**src/rtl/da_const_mult_seq_pkg.sv**
```systemverilog
// Shared FSM encodings and sizing helpers for the distributed-arithmetic
// constant multiplier and its round/saturate output stage.
package da_pkg;

  localparam logic [1:0] ST_IDLE = 2'd0;
  localparam logic [1:0] ST_RUN  = 2'd1;
  localparam logic [1:0] ST_FIN  = 2'd2;
  localparam logic [1:0] ST_DONE = 2'd3;

  function automatic int ncyc(input int in_w, input int bits_per_cycle);
    return in_w / bits_per_cycle;
  endfunction

  function automatic int prod_w(input int in_w, input int k_w);
    return in_w + k_w;
  endfunction

  // Signed range limits of a w-bit two's-complement value (w <= 64).
  function automatic longint smax(input int w);
    return (64'sd1 <<< (w - 1)) - 64'sd1;
  endfunction

  function automatic longint smin(input int w);
    return -(64'sd1 <<< (w - 1));
  endfunction

endpackage

```
**src/rtl/da_const_mult_seq_if.sv**
```systemverilog
// Sample-in / result-out handshake bundle of the constant multiplier.
interface da_const_mult_seq_if #(
  parameter int IN_W  = 16,
  parameter int OUT_W = 32
);
  logic                    in_valid;
  logic                    in_ready;
  logic signed [IN_W-1:0]  in_x;
  logic                    out_valid;
  logic                    out_ready;
  logic signed [OUT_W-1:0] out_y;
  logic                    out_sat;
  logic                    busy;

  modport master (
    output in_valid, in_x, out_ready,
    input  in_ready, out_valid, out_y, out_sat, busy
  );

  modport slave (
    input  in_valid, in_x, out_ready,
    output in_ready, out_valid, out_y, out_sat, busy
  );
endinterface

```
**src/rtl/da_const_mult_seq_round_sat.sv**
```systemverilog
// Round-half-up arithmetic right shift followed by an OUT_W range check with
// clamp or wrap; purely combinational so filter blocks can drop it in anywhere.
module da_round_sat
  import da_pkg::*;
#(
  parameter int IN_W_ACC  = 33,
  parameter int OUT_SHIFT = 0,
  parameter int OUT_W     = 32,
  parameter int SATURATE  = 1
) (
  input  logic signed [IN_W_ACC-1:0] acc_i,
  output logic signed [OUT_W-1:0]    y_o,
  output logic                       sat_o
);
  // One guard bit so the rounding increment can never wrap the sum.
  localparam int RW     = IN_W_ACC + 1;
  localparam int RND_SH = (OUT_SHIFT > 0) ? OUT_SHIFT - 1 : 0;
  localparam logic signed [RW-1:0] RND =
    (OUT_SHIFT > 0) ? ({{(RW-1){1'b0}}, 1'b1} << RND_SH) : {RW{1'b0}};
  localparam logic signed [OUT_W-1:0] Y_MAX = OUT_W'(smax(OUT_W));
  localparam logic signed [OUT_W-1:0] Y_MIN = OUT_W'(smin(OUT_W));

  logic signed [RW-1:0]    sum_s;
  logic signed [RW-1:0]    r_s;
  logic                    fits_s;
  logic signed [OUT_W-1:0] wrap_s;

  assign sum_s = RW'(acc_i) + RND;
  assign r_s   = sum_s >>> OUT_SHIFT;

  if (OUT_W >= RW) begin : g_wide
    assign fits_s = 1'b1;
    assign wrap_s = OUT_W'(r_s);
  end else begin : g_narrow
    logic [RW-OUT_W:0] top_s;
    assign top_s  = r_s[RW-1:OUT_W-1];
    assign fits_s = (&top_s) | ~(|top_s);
    assign wrap_s = r_s[OUT_W-1:0];
  end

  // Select in-range value, wrapped bits, or the clamp limit on the overflow side.
  always_comb begin
    sat_o = ~fits_s;
    if (fits_s || (SATURATE == 0)) begin
      y_o = wrap_s;
    end else if (r_s[RW-1]) begin
      y_o = Y_MIN;
    end else begin
      y_o = Y_MAX;
    end
  end

endmodule

```
**src/rtl/da_const_mult_seq.sv**
```systemverilog
// Multi-cycle y = K * x using shift-add over BITS_PER_CYCLE bits of x per
// clock, with valid/ready handshakes and an optional rounded, saturated output.
module da_const_mult_seq
  import da_pkg::*;
#(
  parameter int IN_W           = 16,
  parameter int K_W            = 16,
  parameter int K              = 2048,
  parameter int BITS_PER_CYCLE = 4,
  parameter int OUT_SHIFT      = 0,
  parameter int OUT_W          = 32,
  parameter int SATURATE       = 1
) (
  input logic              clk,
  input logic              rst,
  da_const_mult_seq_if.slave bus
);
  localparam int P_W   = prod_w(IN_W, K_W);
  localparam int AW    = P_W + 1;
  localparam int NCYC  = ncyc(IN_W, BITS_PER_CYCLE);
  localparam int CNT_W = (NCYC > 1) ? $clog2(NCYC) : 1;
  localparam logic [CNT_W-1:0]      CNT_LAST = CNT_W'(NCYC - 1);
  localparam logic signed [K_W-1:0] K_S      = K_W'(K);

  if ((IN_W % BITS_PER_CYCLE) != 0) begin : g_bpc_check
    $error("da_const_mult_seq: BITS_PER_CYCLE must divide IN_W");
  end

  logic [1:0]              state_q, state_d;
  logic [IN_W-1:0]         x_q, x_d;
  logic signed [AW-1:0]    acc_q, acc_d;
  logic signed [AW-1:0]    ksh_q, ksh_d;
  logic signed [AW-1:0]    pp_s;
  logic [CNT_W-1:0]        cnt_q, cnt_d;
  logic                    out_valid_q, out_valid_d;
  logic signed [OUT_W-1:0] out_y_q, out_y_d;
  logic                    out_sat_q, out_sat_d;
  logic                    in_ready_q, busy_q;
  logic signed [OUT_W-1:0] rs_y_s;
  logic                    rs_sat_s;
  logic                    last_s;

  assign last_s = (cnt_q == CNT_LAST);

  // x is shifted down and K up each RUN cycle, so slice bit j always weighs K<<<j here;
  // the final bit of the final slice is the sign bit and is subtracted.
  always_comb begin
    pp_s = '0;
    for (int j = 0; j < BITS_PER_CYCLE; j++) begin
      if (!x_q[j]) begin
        pp_s = pp_s;
      end else if (last_s && (j == BITS_PER_CYCLE - 1)) begin
        pp_s = pp_s - (ksh_q <<< j);
      end else begin
        pp_s = pp_s + (ksh_q <<< j);
      end
    end
  end

  // FSM next-state and datapath updates.
  always_comb begin
    state_d     = state_q;
    x_d         = x_q;
    acc_d       = acc_q;
    ksh_d       = ksh_q;
    cnt_d       = cnt_q;
    out_valid_d = out_valid_q;
    out_y_d     = out_y_q;
    out_sat_d   = out_sat_q;
    case (state_q)
      ST_IDLE: begin
        if (bus.in_valid) begin
          x_d     = bus.in_x;
          acc_d   = '0;
          ksh_d   = AW'(K_S);
          cnt_d   = '0;
          state_d = ST_RUN;
        end else begin
          state_d = ST_IDLE;
        end
      end
      ST_RUN: begin
        acc_d = acc_q + pp_s;
        ksh_d = ksh_q <<< BITS_PER_CYCLE;
        x_d   = x_q >> BITS_PER_CYCLE;
        cnt_d = cnt_q + CNT_W'(1);
        if (last_s) begin
          state_d = ST_FIN;
        end else begin
          state_d = ST_RUN;
        end
      end
      ST_FIN: begin
        out_y_d     = rs_y_s;
        out_sat_d   = rs_sat_s;
        out_valid_d = 1'b1;
        state_d     = ST_DONE;
      end
      ST_DONE: begin
        if (bus.out_ready) begin
          out_valid_d = 1'b0;
          state_d     = ST_IDLE;
        end else begin
          state_d = ST_DONE;
        end
      end
      default: begin
        state_d = ST_IDLE;
      end
    endcase
  end

  // State and output registers; in_ready/busy are registered from the next state.
  always_ff @(posedge clk) begin
    if (rst) begin
      state_q     <= ST_IDLE;
      x_q         <= '0;
      acc_q       <= '0;
      ksh_q       <= '0;
      cnt_q       <= '0;
      out_valid_q <= 1'b0;
      out_y_q     <= '0;
      out_sat_q   <= 1'b0;
      in_ready_q  <= 1'b1;
      busy_q      <= 1'b0;
    end else begin
      state_q     <= state_d;
      x_q         <= x_d;
      acc_q       <= acc_d;
      ksh_q       <= ksh_d;
      cnt_q       <= cnt_d;
      out_valid_q <= out_valid_d;
      out_y_q     <= out_y_d;
      out_sat_q   <= out_sat_d;
      in_ready_q  <= (state_d == ST_IDLE);
      busy_q      <= (state_d == ST_RUN) || (state_d == ST_FIN);
    end
  end

  da_round_sat #(
    .IN_W_ACC (AW),
    .OUT_SHIFT(OUT_SHIFT),
    .OUT_W    (OUT_W),
    .SATURATE (SATURATE)
  ) u_round_sat (
    .acc_i(acc_q),
    .y_o  (rs_y_s),
    .sat_o(rs_sat_s)
  );

  assign bus.in_ready  = in_ready_q;
  assign bus.out_valid = out_valid_q;
  assign bus.out_y     = out_y_q;
  assign bus.out_sat   = out_sat_q;
  assign bus.busy      = busy_q;

endmodule

```
**src/flat_wrapper.sv**
```systemverilog
// flat-port wrapper written by rule: the top's interface ports become plain ports
module da_const_mult_seq_flat import da_pkg::*;
#(
  parameter int IN_W           = 16,
  parameter int K_W            = 16,
  parameter int K              = 2048,
  parameter int BITS_PER_CYCLE = 4,
  parameter int OUT_SHIFT      = 0,
  parameter int OUT_W          = 32,
  parameter int SATURATE       = 1
)
  (clk, rst, bus_in_valid, bus_in_x, bus_out_ready, bus_in_ready, bus_out_valid, bus_out_y, bus_out_sat, bus_busy);
  da_const_mult_seq_if #(.IN_W(IN_W), .OUT_W(OUT_W)) bus_i ();
  input logic clk;
  input logic rst;
  input wire logic [$bits(bus_i.in_valid)-1:0] bus_in_valid;
  input wire logic [$bits(bus_i.in_x)-1:0] bus_in_x;
  input wire logic [$bits(bus_i.out_ready)-1:0] bus_out_ready;
  output wire logic [$bits(bus_i.in_ready)-1:0] bus_in_ready;
  output wire logic [$bits(bus_i.out_valid)-1:0] bus_out_valid;
  output wire logic [$bits(bus_i.out_y)-1:0] bus_out_y;
  output wire logic [$bits(bus_i.out_sat)-1:0] bus_out_sat;
  output wire logic [$bits(bus_i.busy)-1:0] bus_busy;
  assign bus_i.in_valid = bus_in_valid;
  assign bus_i.in_x = bus_in_x;
  assign bus_i.out_ready = bus_out_ready;
  assign bus_in_ready = bus_i.in_ready;
  assign bus_out_valid = bus_i.out_valid;
  assign bus_out_y = bus_i.out_y;
  assign bus_out_sat = bus_i.out_sat;
  assign bus_busy = bus_i.busy;
  da_const_mult_seq #(.IN_W(IN_W), .K_W(K_W), .K(K), .BITS_PER_CYCLE(BITS_PER_CYCLE), .OUT_SHIFT(OUT_SHIFT), .OUT_W(OUT_W), .SATURATE(SATURATE)) u_core (.clk(clk), .rst(rst), .bus(bus_i));
endmodule
```
**config.mk**
```make
export PLATFORM = sky130hd
export DESIGN_NAME = da_const_mult_seq_flat
export DESIGN_NICKNAME = d
export VERILOG_FILES = /design/src/rtl/da_const_mult_seq_pkg.sv /design/src/rtl/da_const_mult_seq_if.sv /design/src/rtl/da_const_mult_seq_round_sat.sv /design/src/rtl/da_const_mult_seq.sv /design/src/flat_wrapper.sv
export SDC_FILE = /design/constraint.sdc
export NUM_CORES = 1
export LEC_CHECK = 0
export ABC_CLOCK_PERIOD_IN_PS = 6200
export CAP_MARGIN = 20
export CORE_MARGIN = 2
export CORE_UTILIZATION = 55
export CTS_CLUSTER_SIZE = 16
export DETAILED_ROUTE_END_ITERATION = 8
export MAX_ROUTING_LAYER = met4
export PLACE_DENSITY = 0.78
export SYNTH_ARGS = -nofsm -noshare
export SYNTH_HDL_FRONTEND = slang
export SYNTH_SLANG_ARGS = --single-unit
```
**constraint.sdc**
```tcl
create_clock -name clk -period 6.2 [get_ports clk]
set_clock_uncertainty 0.15 [all_clocks]
set_input_delay 1.24 -clock clk [delete_from_list [all_inputs] [get_ports clk]]
set_output_delay 1.24 -clock clk [all_outputs]
set_load 0.1 [all_outputs]
```
After elaboration in Yosys (flattened, before gate mapping)
Cells that the tools add are included.

cells by class
  equality and inequality tests = 8
  add/sub/neg operators = 6
  muxes and demuxes = 21
  bitwise operators = 3
  reduce and logical (&&, ||, !) cells = 9

operator list
  cell                   count
  $mux W33               7
  $add A33 B33 Y33       4
  $pmux W33 S2           2
  $mux W32               2
  $sub A33 B33 Y33       1
  $pmux W16 S2           1
  $mux W16               1
  $eq A2 B2 Y1 const B   4
  $pmux W2 S4            1
  $mux W2                3
  $reduce_and A2 Y1      3
  $eq A2 B1 Y1 const B   2
  $logic_not A2 Y1       2
  $ne A2 B2 Y1 const B   2
  $pmux W2 S2            1
  $reduce_bool A2 Y1     2
  $add A2 B1 Y2 const B  1
  $mux W1                2
  $not A1 Y1             2
  $pmux W1 S2            1
  $reduce_or A2 Y1       1
  $logic_or A1 B1 Y1     1
  $or A1 B1 Y1           1

storage, ports and cells
  input port bits = 20
  flip-flop bits (word level) = 122
  output and inout bits = 36

Depth between registers and ports, before layout
Gate-level depths: netlist of run 1.

  word-level depth = 10
  gate-level depth with buffers = 25
  gate-level depth less buffers = 23

Hierarchy
From an unflattened synthesis of run 1, not the netlist that was laid out.

second synthesis, totals
  cells, all modules = 698
  area, all modules = 5587.9 µm²

by module, submodules not included
  module             times used  seq. area each (µm²)  cells each  area an instance (µm²)
  da_const_mult_seq  1           1681.6                654         5223.8
  da_round_sat       1           0.0                   44          364.1

Worst setup path before layout of run 1
Ideal clock, no wire load.

  path type = register to register
  from = register u_core.ksh_q[15]
  to = register u_core.acc_q[32]
  period minus slack after synthesis = 4.918 ns
  buffers on the path = 2
  setup time = 0.114 ns
  arrival = 4.654 ns
  slack = 1.282 ns
  stages on the path, launching flop included = 25
  path through = dfxtp_1 -> buf_2 -> inv_1 -> ha_1 -> or2_2 -> ha_1 -> and2_1 -> o21ai_0 -> a21boi_0 -> o21ai_0 -> nand2_1 -> nand2_1 -> xor2_1 -> a21oi_1 -> ha_1 -> clkbuf_1 -> and4_1 -> nand4_1 -> o211a_1 -> nor3_1 -> nor2_1 -> a211o_1 -> or3_4 -> a31o_2 -> a21o_1

between the ends
  cells in the longest elaborated chain, start to end = 10

ends and longest elaborated chain
  element                                                      line                                              RTL
  from (decl)                                                  da_const_mult_seq.sv:32                           logic signed [AW-1:0] ksh_q, ksh_d;
  from (signal assigned)                                       da_const_mult_seq.sv:130                          ksh_q <= ksh_d;
  $mux W33                                                     da_const_mult_seq.sv:50                           if (!x_q[j]) begin
  $add A33 B33 Y33                                             da_const_mult_seq.sv:55                           pp_s = pp_s + (ksh_q <<< j);
  $mux W33                                                     da_const_mult_seq.sv:50
  $add A33 B33 Y33                                             da_const_mult_seq.sv:55
  $mux W33                                                     da_const_mult_seq.sv:50
  $add A33 B33 Y33 / $sub A33 B33 Y33 (equally long branches)  da_const_mult_seq.sv:55, da_const_mult_seq.sv:53
  $mux W33                                                     da_const_mult_seq.sv:52                           end else if (last_s && (j == BITS_PER_CYCLE - 1)) begin
  $mux W33 (*)                                                 da_const_mult_seq.sv:50
  $add A33 B33 Y33 (*)                                         da_const_mult_seq.sv:83                           acc_d = acc_q + pp_s;
  $pmux W33 S2 (*)                                             da_const_mult_seq.sv:70                           case (state_q)
  to (signal assigned)                                         da_const_mult_seq.sv:118                          acc_q <= '0;
  to (signal assigned)                                         da_const_mult_seq.sv:129                          acc_q <= acc_d;
  to (decl)                                                    da_const_mult_seq.sv:31                           logic signed [AW-1:0] acc_q, acc_d;

Every way passes the cells marked *; elsewhere a longest branch is shown, timed or not.
A chain may end at the register's enable or synchronous reset.

Final worst setup path of run 1
  from = register u_core.cnt_q[0]
  to = register u_core.acc_q[32]

between the ends
  cells in the longest elaborated chain, start to end = 5

ends and longest elaborated chain
  element                 line                      RTL
  from (decl)             da_const_mult_seq.sv:34   logic [CNT_W-1:0] cnt_q, cnt_d;
  from (signal assigned)  da_const_mult_seq.sv:131  cnt_q <= cnt_d;
  $eq A2 B2 Y1            da_const_mult_seq.sv:43   assign last_s = (cnt_q == CNT_LAST);
  $mux W33                da_const_mult_seq.sv:52
  $mux W33                da_const_mult_seq.sv:50
  $add A33 B33 Y33        da_const_mult_seq.sv:83
  $pmux W33 S2            da_const_mult_seq.sv:70

Every way passes these cells.

==> metrics.md, run 1 <==
| Metric | Value |
|---|---|
| Outcome | `finished clean` |
| First-pass GRT wire length | `21,100 µm` |
| Post-layout util | `0.652` |
| CTS Hold Buffers Added | `0` |
| Die ar. | `9950 µm²` |
| Max H-tree Level | `3` |
| Ant diodes | `0` |
| Final Slew Violations | `0` |
| Register area share after synthesis | `0.294` |
| Power per standard cell area | `199 nW/µm²` |
| CTS tree | `done` |
| Met3 Use GR | `0.0422` |
| Starting density of the core | `0.572` |
| Die extent in y | `99.7 µm` |
| Vias in the first global route | `4,601` |
| Main flop type after synthesis | `dfxtp_1` |
| Clock Path Buffers | `2` |
| Overflow after GRT | `0` |
| Initial antenna violation count | `0` |
| Crit path capture type | `flip-flop` |
| Slew @ Worst Pin | `between 0.9 and 1 ns` |
| Hold WC Path Type | `reg -> reg` |
| CP most frequent cell | `ha_1` |
| Post-Synthesis Cells | `between 600 and 700` |
| Clk sinks | `74` |
| Syn. warnings | `0` |
| Final Setup Violations | `0` |
| Post-route cell area | `5740 µm²` |
| Final setup TNS | `0 ns` |
| #FFs+latches synth | `74` |
| WP buf/inv | `1` |
| Wire length per cell | `15.9 µm` |
| Pre-antenna DRT Iters | `5` |
| Postcts setup bufs | `0` |
| Hold slack | `0.303 ns` |
| Critical Path RT | `6.36 ns` |
| Root buffer cell | `clkbuf_8` |
| Type of the worst setup path | `reg -> reg` |
| Ports | `56` |
| Largest net degree at the start of global routing | `44` |
| Iter 0 DRT Violations | `roughly 340` |
| Final Hold Fails | `0` |
| Ys async rst share | `0` |
| DPL Wire Length | `slightly above 9000 µm` |
| Worst Path Arrival | `5.56 ns` |
| Tmin final | `5.40 ns` |
| Fin worst setup slack | `0.797 ns` |
| Die Width | `about 100 µm` |
| Core ar. | `slightly below 9000 µm²` |
| Yosys cell types | `63` |
| Period utilization | `0.871` |
| Total GRT Usage | `0.269` |
| Via density | `6.04` |
| Grt met1 use | `0.305` |
| Delay-heaviest family, CP | `compound AO/OA/AOI/OAI gates` |
| Drt drc | `0` |
| CTS clk-pin slew, worst paths | `approximately 0.09 ns` |
| Most common cell after layout, fill and taps aside | `nor2_1` |
| VDD IR max | `138 µV` |
| CP max-delay cell | `ha_1` |
| PortBufs | `55` |
| CTS buffer count | `9` |
| Crit path cell chain | `ha_1, nor2_1, inv_2, xnor2_1, ha_1, and4b_1, a21oi_1, o22a_1, o21ai_1, a31oi_1, xnor2_1, mux2_2, ha_1, nand4_1, o211a_1, nor3_1, nor2_1, a211o_1, or3_4, a2111oi_4, a21o_1` |
| Mean Syn Cell Area | `7.71 µm²` |
| Cell Area, Synth | `5040 µm²` |
| Clk_lat worst skew | `0.36 ns` |
| Lkg Pwr | `2.35 nW` |
| Max Cap Violations | `0` |
| GR Util met2 | `0.467` |
| Most frequent cells in the layout | `nor2_1 (97), dfxtp_1 (74), a21oi_1 (63)` |
| Worst setup SP type | `flip-flop` |
| # resized after CTS | `0` |
| Final WL | `12,600 µm` |
| Layout cells sized above 1 | `0.0612` |
| P&R area growth vs syn | `13.9%` |
| Via count | `between 4,000 and 5,000` |
| Fin nets | `roughly 740` |
| Pre-CTS WS | `0.879 ns` |
| Rel. slew slack | `0.338` |
| Syn nets | `715` |
| Fmax | `0.185 GHz` |
| CP peak stage delay | `~0.45 ns` |
| Crit-path max FO | `13` |
| Dpl cell area | `5540 µm²` |
| Gpl congestion | `0.965` |
| Busiest grt layer | `met2` |
| RSZ-0062 raised after global routing | `false` |
| Post-synth EDFFs | `0` |
| Post-DRT Antenna Nets | `0` |
| FP Rows | `34` |
final cells by class:
cell class,count,area [µm²]
clock buffers,10,128
clock inverters,6,65.1
fillers,772,3060
inverters,28,105
multi-input cells,507,3240
flip-flops and latches,74,1480
well taps,108,135
repair buffers,61,588
cells in the mapped netlist (3+ instances only):
master,count,share of area
o21bai_1,3,0.0045
nand3_1,19,0.019
xor2_1,11,0.019
dfxtp_1,74,0.29
o21a_1,3,0.0045
o31ai_1,3,0.0045
a221oi_1,5,0.0087
buf_4,11,0.016
nand2_1,43,0.032
and2_1,17,0.021
o211ai_1,3,0.0045
nand2b_1,10,0.012
a21oi_1,63,0.063
nor2b_1,5,0.0062
ha_1,40,0.099
xnor2_1,22,0.038
o21ai_0,23,0.023
a22oi_1,30,0.045
nor3b_1,9,0.013
clkbuf_1,27,0.020
nor2_1,97,0.072
mux2i_1,3,0.0060
inv_1,24,0.018
a21o_1,9,0.013
or2_2,5,0.0062
a31oi_1,4,0.0050
o22ai_1,4,0.0050
a211oi_1,7,0.010
nor3_1,32,0.032
buf_1,5,0.0037
a31o_2,3,0.0052
registers in the layout, indices dropped and copies added (netlist names):
register	count
u_core.cnt_q	2
u_core.bus.out_sat	1
u_core.x_q	16
u_core.bus.out_y	22
u_core.state_q	2
u_core.ksh_q	6
u_core.acc_q	22
u_core.bus.in_ready	1
u_core.bus.busy	1
u_core.bus.out_valid	1
worst paths after layout:
path / from / to / slack, ns / depth (start not counted)
worst min-delay path: u_core.bus.out_y[24] / u_core.bus.out_y[24] / 0.30 / 2
worst min register to register: u_core.bus.out_y[24] / u_core.bus.out_y[24] / 0.30 / 2
worst max-delay path: u_core.cnt_q[0] / u_core.acc_q[32] / 0.80 / 21
worst max register to register: u_core.cnt_q[0] / u_core.acc_q[32] / 0.80 / 21
metal layers:
| metal | vias to the layer above | wire length (µm) |
|---|---|---|
| li1 | 2365 | - |
| met1 | 2260 | 5350 |
| met2 | 139 | 6270 |
| met3 | 34 | 593 |
| met4 | 0 | 405 |
| met5 | - | 0 |
logic make-up after synthesis:
group           share of synthesized area
mux                                0.0104
buf+inv                            0.0643
simple gates                        0.230
xor+xnor                           0.0573
flops                               0.294
fa+ha+maj                           0.103
compound gates                      0.241
worst min-delay path, cell delays in order (launching register included):
cell and delay, ns:
dfxtp_1 0.32, nand2_1 0.05, a21oi_1 0.05
power breakdown:
group | total (mW) | internal (mW) | leakage [nW] | switching, mW
clock | 0.380 | 0.187 | 0.0966 | 0.193
combinational | 0.249 | 0.102 | 1.65 | 0.147
sequential | 0.514 | 0.492 | 0.602 | 0.0217
total | 1.14 | 0.781 | 2.35 | 0.362
per-stage QoR:
stage	std cells	power [mW]
after floorplan	654	0.710
after global placement	777	0.765
after detailed placement	777	0.771
after CTS	793	1.15
after global routing	794	1.20
final	794	1.14
(Power assumes the default switching activity.)
==> inputs of run 2 (changes only) <==
--- a/config.mk
+++ b/config.mk
@@ -8,11 +8,11 @@
 export ABC_CLOCK_PERIOD_IN_PS = 6200
 export CAP_MARGIN = 20
 export CORE_MARGIN = 2
-export CORE_UTILIZATION = 55
+export CORE_UTILIZATION = 37
 export CTS_CLUSTER_SIZE = 16
 export DETAILED_ROUTE_END_ITERATION = 8
 export MAX_ROUTING_LAYER = met4
-export PLACE_DENSITY = 0.78
 export SYNTH_ARGS = -nofsm -noshare
 export SYNTH_HDL_FRONTEND = slang
 export SYNTH_SLANG_ARGS = --single-unit
+export TNS_END_PERCENT = 100
==> run 2 against run 1 <==
Critical path depth is 2 higher. Routed wire length is 3.1% higher. Final cell count is 8.7% higher. Sequential cell count stayed put. Via count is 3.1% lower. Die area is 47% higher. Core utilization is 21 points lower. Count of clock-buffer cells in the layout stayed put.
==> metrics.md, run 2 (synthesized netlist as in run 1, its figures left out) <==
| Metric | Value |
|---|---|
| Outcome | `finished clean` |
| Most common cell after layout, fill and taps aside | `nor2_1` |
| Clk sinks | `74` |
| # resized after CTS | `0` |
| Tmin final | `5.57 ns` |
| Wire length per cell | `approximately 15 µm` |
| Ports | `56` |
| Fmax | `0.179 GHz` |
| Via density | `~5.4` |
| Slew @ Worst Pin | `between 0.9 and 1 ns` |
| Final WL | `13,000 µm` |
| Worst setup SP type | `flip-flop` |
| Final Hold Fails | `0` |
| CTS tree | `done` |
| Max H-tree Level | `3` |
| Total GRT Usage | `0.185` |
| Most frequent cells in the layout | `nor2_1 (97), dfxtp_1 (74), a21oi_1 (63)` |
| Power per standard cell area | `between 200 and 250 nW/µm²` |
| Layout cells sized above 1 | `0.0626` |
| Lkg Pwr | `2.40 nW` |
| Pre-antenna DRT Iters | `8` |
| Crit-path max FO | `12` |
| Initial antenna violation count | `0` |
| FILL cells | `1,347` |
| Type of the worst setup path | `reg -> reg` |
| Largest net degree at the start of global routing | `48` |
| Vias in the first global route | `4,476` |
| RSZ-0062 raised after global routing | `false` |
| Iter 0 DRT Violations | `300` |
| Final Slew Violations | `0` |
| Ant diodes | `0` |
| Core ar. | `13,300 µm²` |
| FP Rows | `42` |
| Multi-input logic area | `about 3200 µm²` |
| Gpl congestion | `0.928` |
| Final setup TNS | `0 ns` |
| Reg area | `1480 µm²` |
| Period utilization | `0.899` |
| Postcts setup bufs | `0` |
| First-pass GRT wire length | `around 21,000 µm` |
| CTS buffer count | `9` |
| CTS Hold Buffers Added | `0` |
| P&R area growth vs syn | `17.8%` |
| Root buffer cell | `clkbuf_16` |
| Die ar. | `between 10,000 and 15,000 µm²` |
| DPL Wire Length | `roughly 9600 µm` |
| Die Width | `121 µm` |
| Rel. slew slack | `0.346` |
| Drt drc | `0` |
| Starting density of the core | `0.379` |
| Fin nets | `743` |
| Die extent in y | `121 µm` |
| CTS clk-pin slew, worst paths | `0.06 ns` |
| VDD IR max | `122 µV` |
| Critical Path RT | `6.28 ns` |
| Worst Path Arrival | `5.66 ns` |
| Max Cap Violations | `0` |
| Crit path capture type | `flip-flop` |
| Hold WC Path Type | `reg -> reg` |
| Via count | `4,648` |
| Post-DRT Antenna Nets | `0` |
| PortBufs | `55` |
| Clock Path Buffers | `2` |
| Overflow after GRT | `0` |
| Final Setup Violations | `0` |
| Hold slack | `0.299 ns` |
| Clk_lat worst skew | `0.34 ns` |
run 2: cell types whose count changed in the layout (fill, tap and decap cells not counted):
cell,before,now
clkinv_2,2,1
buf_4,5,6
clkinvlp_4,1,3
clkbuf_8,9,0
clkinv_4,1,0
clkbuf_16,0,9
run 2: worst max-delay path, stage by stage (launching register included):
cell	delay [ns]
dfxtp_1	0.57
inv_1	0.18
ha_1	0.27
or2_2	0.34
ha_1	0.35
and2_1	0.17
o21ai_0	0.10
a21boi_0	0.15
o21ai_0	0.31
nand2_1	0.09
nand2_1	0.08
xor2_1	0.15
a21oi_1	0.09
ha_1	0.42
and4_1	0.27
nor2b_1	0.14
o21ai_0	0.11
o211a_1	0.17
nor3_1	0.27
nor2_1	0.08
a211o_1	0.27
or3_4	0.35
a31o_2	0.24
a21o_1	0.16
run 2: final cells by class:
type | count | area share
Tap cell | 176 | 0.0371
Timing Repair Buffer | 62 | 0.100
Sequential cell | 74 | 0.250
Multi-Input combinational cell | 507 | 0.546
Clock inverter | 6 | 0.0112
Inverter | 28 | 0.0177
Clock buffer | 10 | 0.0386
run 2: metrics by stage:
stage | setup slack [ns] | util | area (µm²) | std cells | power [mW]
after floorplan | 1.28 | - | 5040 | 654 | 0.710
after global placement | 1.00 | 0.424 | 5640 | 846 | 0.769
after detailed placement | 0.757 | 0.424 | 5640 | 847 | 0.773
after CTS | 0.723 | 0.447 | 5940 | 863 | 1.30
after global routing | 0.132 | 0.447 | 5940 | 863 | 1.35
final | 0.626 | 0.447 | 5940 | 863 | 1.29
run 2: report_power, final:
group          internal [mW]  total, mW  switching (mW)
clock                  0.312      0.526           0.213
sequential             0.493      0.511          0.0180
combinational          0.103      0.254           0.152
total                  0.908       1.29           0.383
run 2: path summary, 6_finish.rpt:
kind,cells past startpoint,slack [ns],startpoint,endpoint
setup / recovery,23,0.63,u_core.ksh_q[11],u_core.acc_q[32]
setup reg to reg,23,0.63,u_core.ksh_q[11],u_core.acc_q[32]
hold reg to reg,2,0.30,u_core.bus.out_y[29],u_core.bus.out_y[29]
hold / removal,2,0.30,u_core.bus.out_y[29],u_core.bus.out_y[29]
run 2: layer usage:
layer / track usage / vias to the layer above / part of all wire
met3: 0.0340 / 26 / 0.033
li1: - / 2374 / -
met4: 0.0683 / 0 / 0.032
met1: 0.233 / 2152 / 0.48
met2: 0.297 / 96 / 0.45
met5: - / - / 0
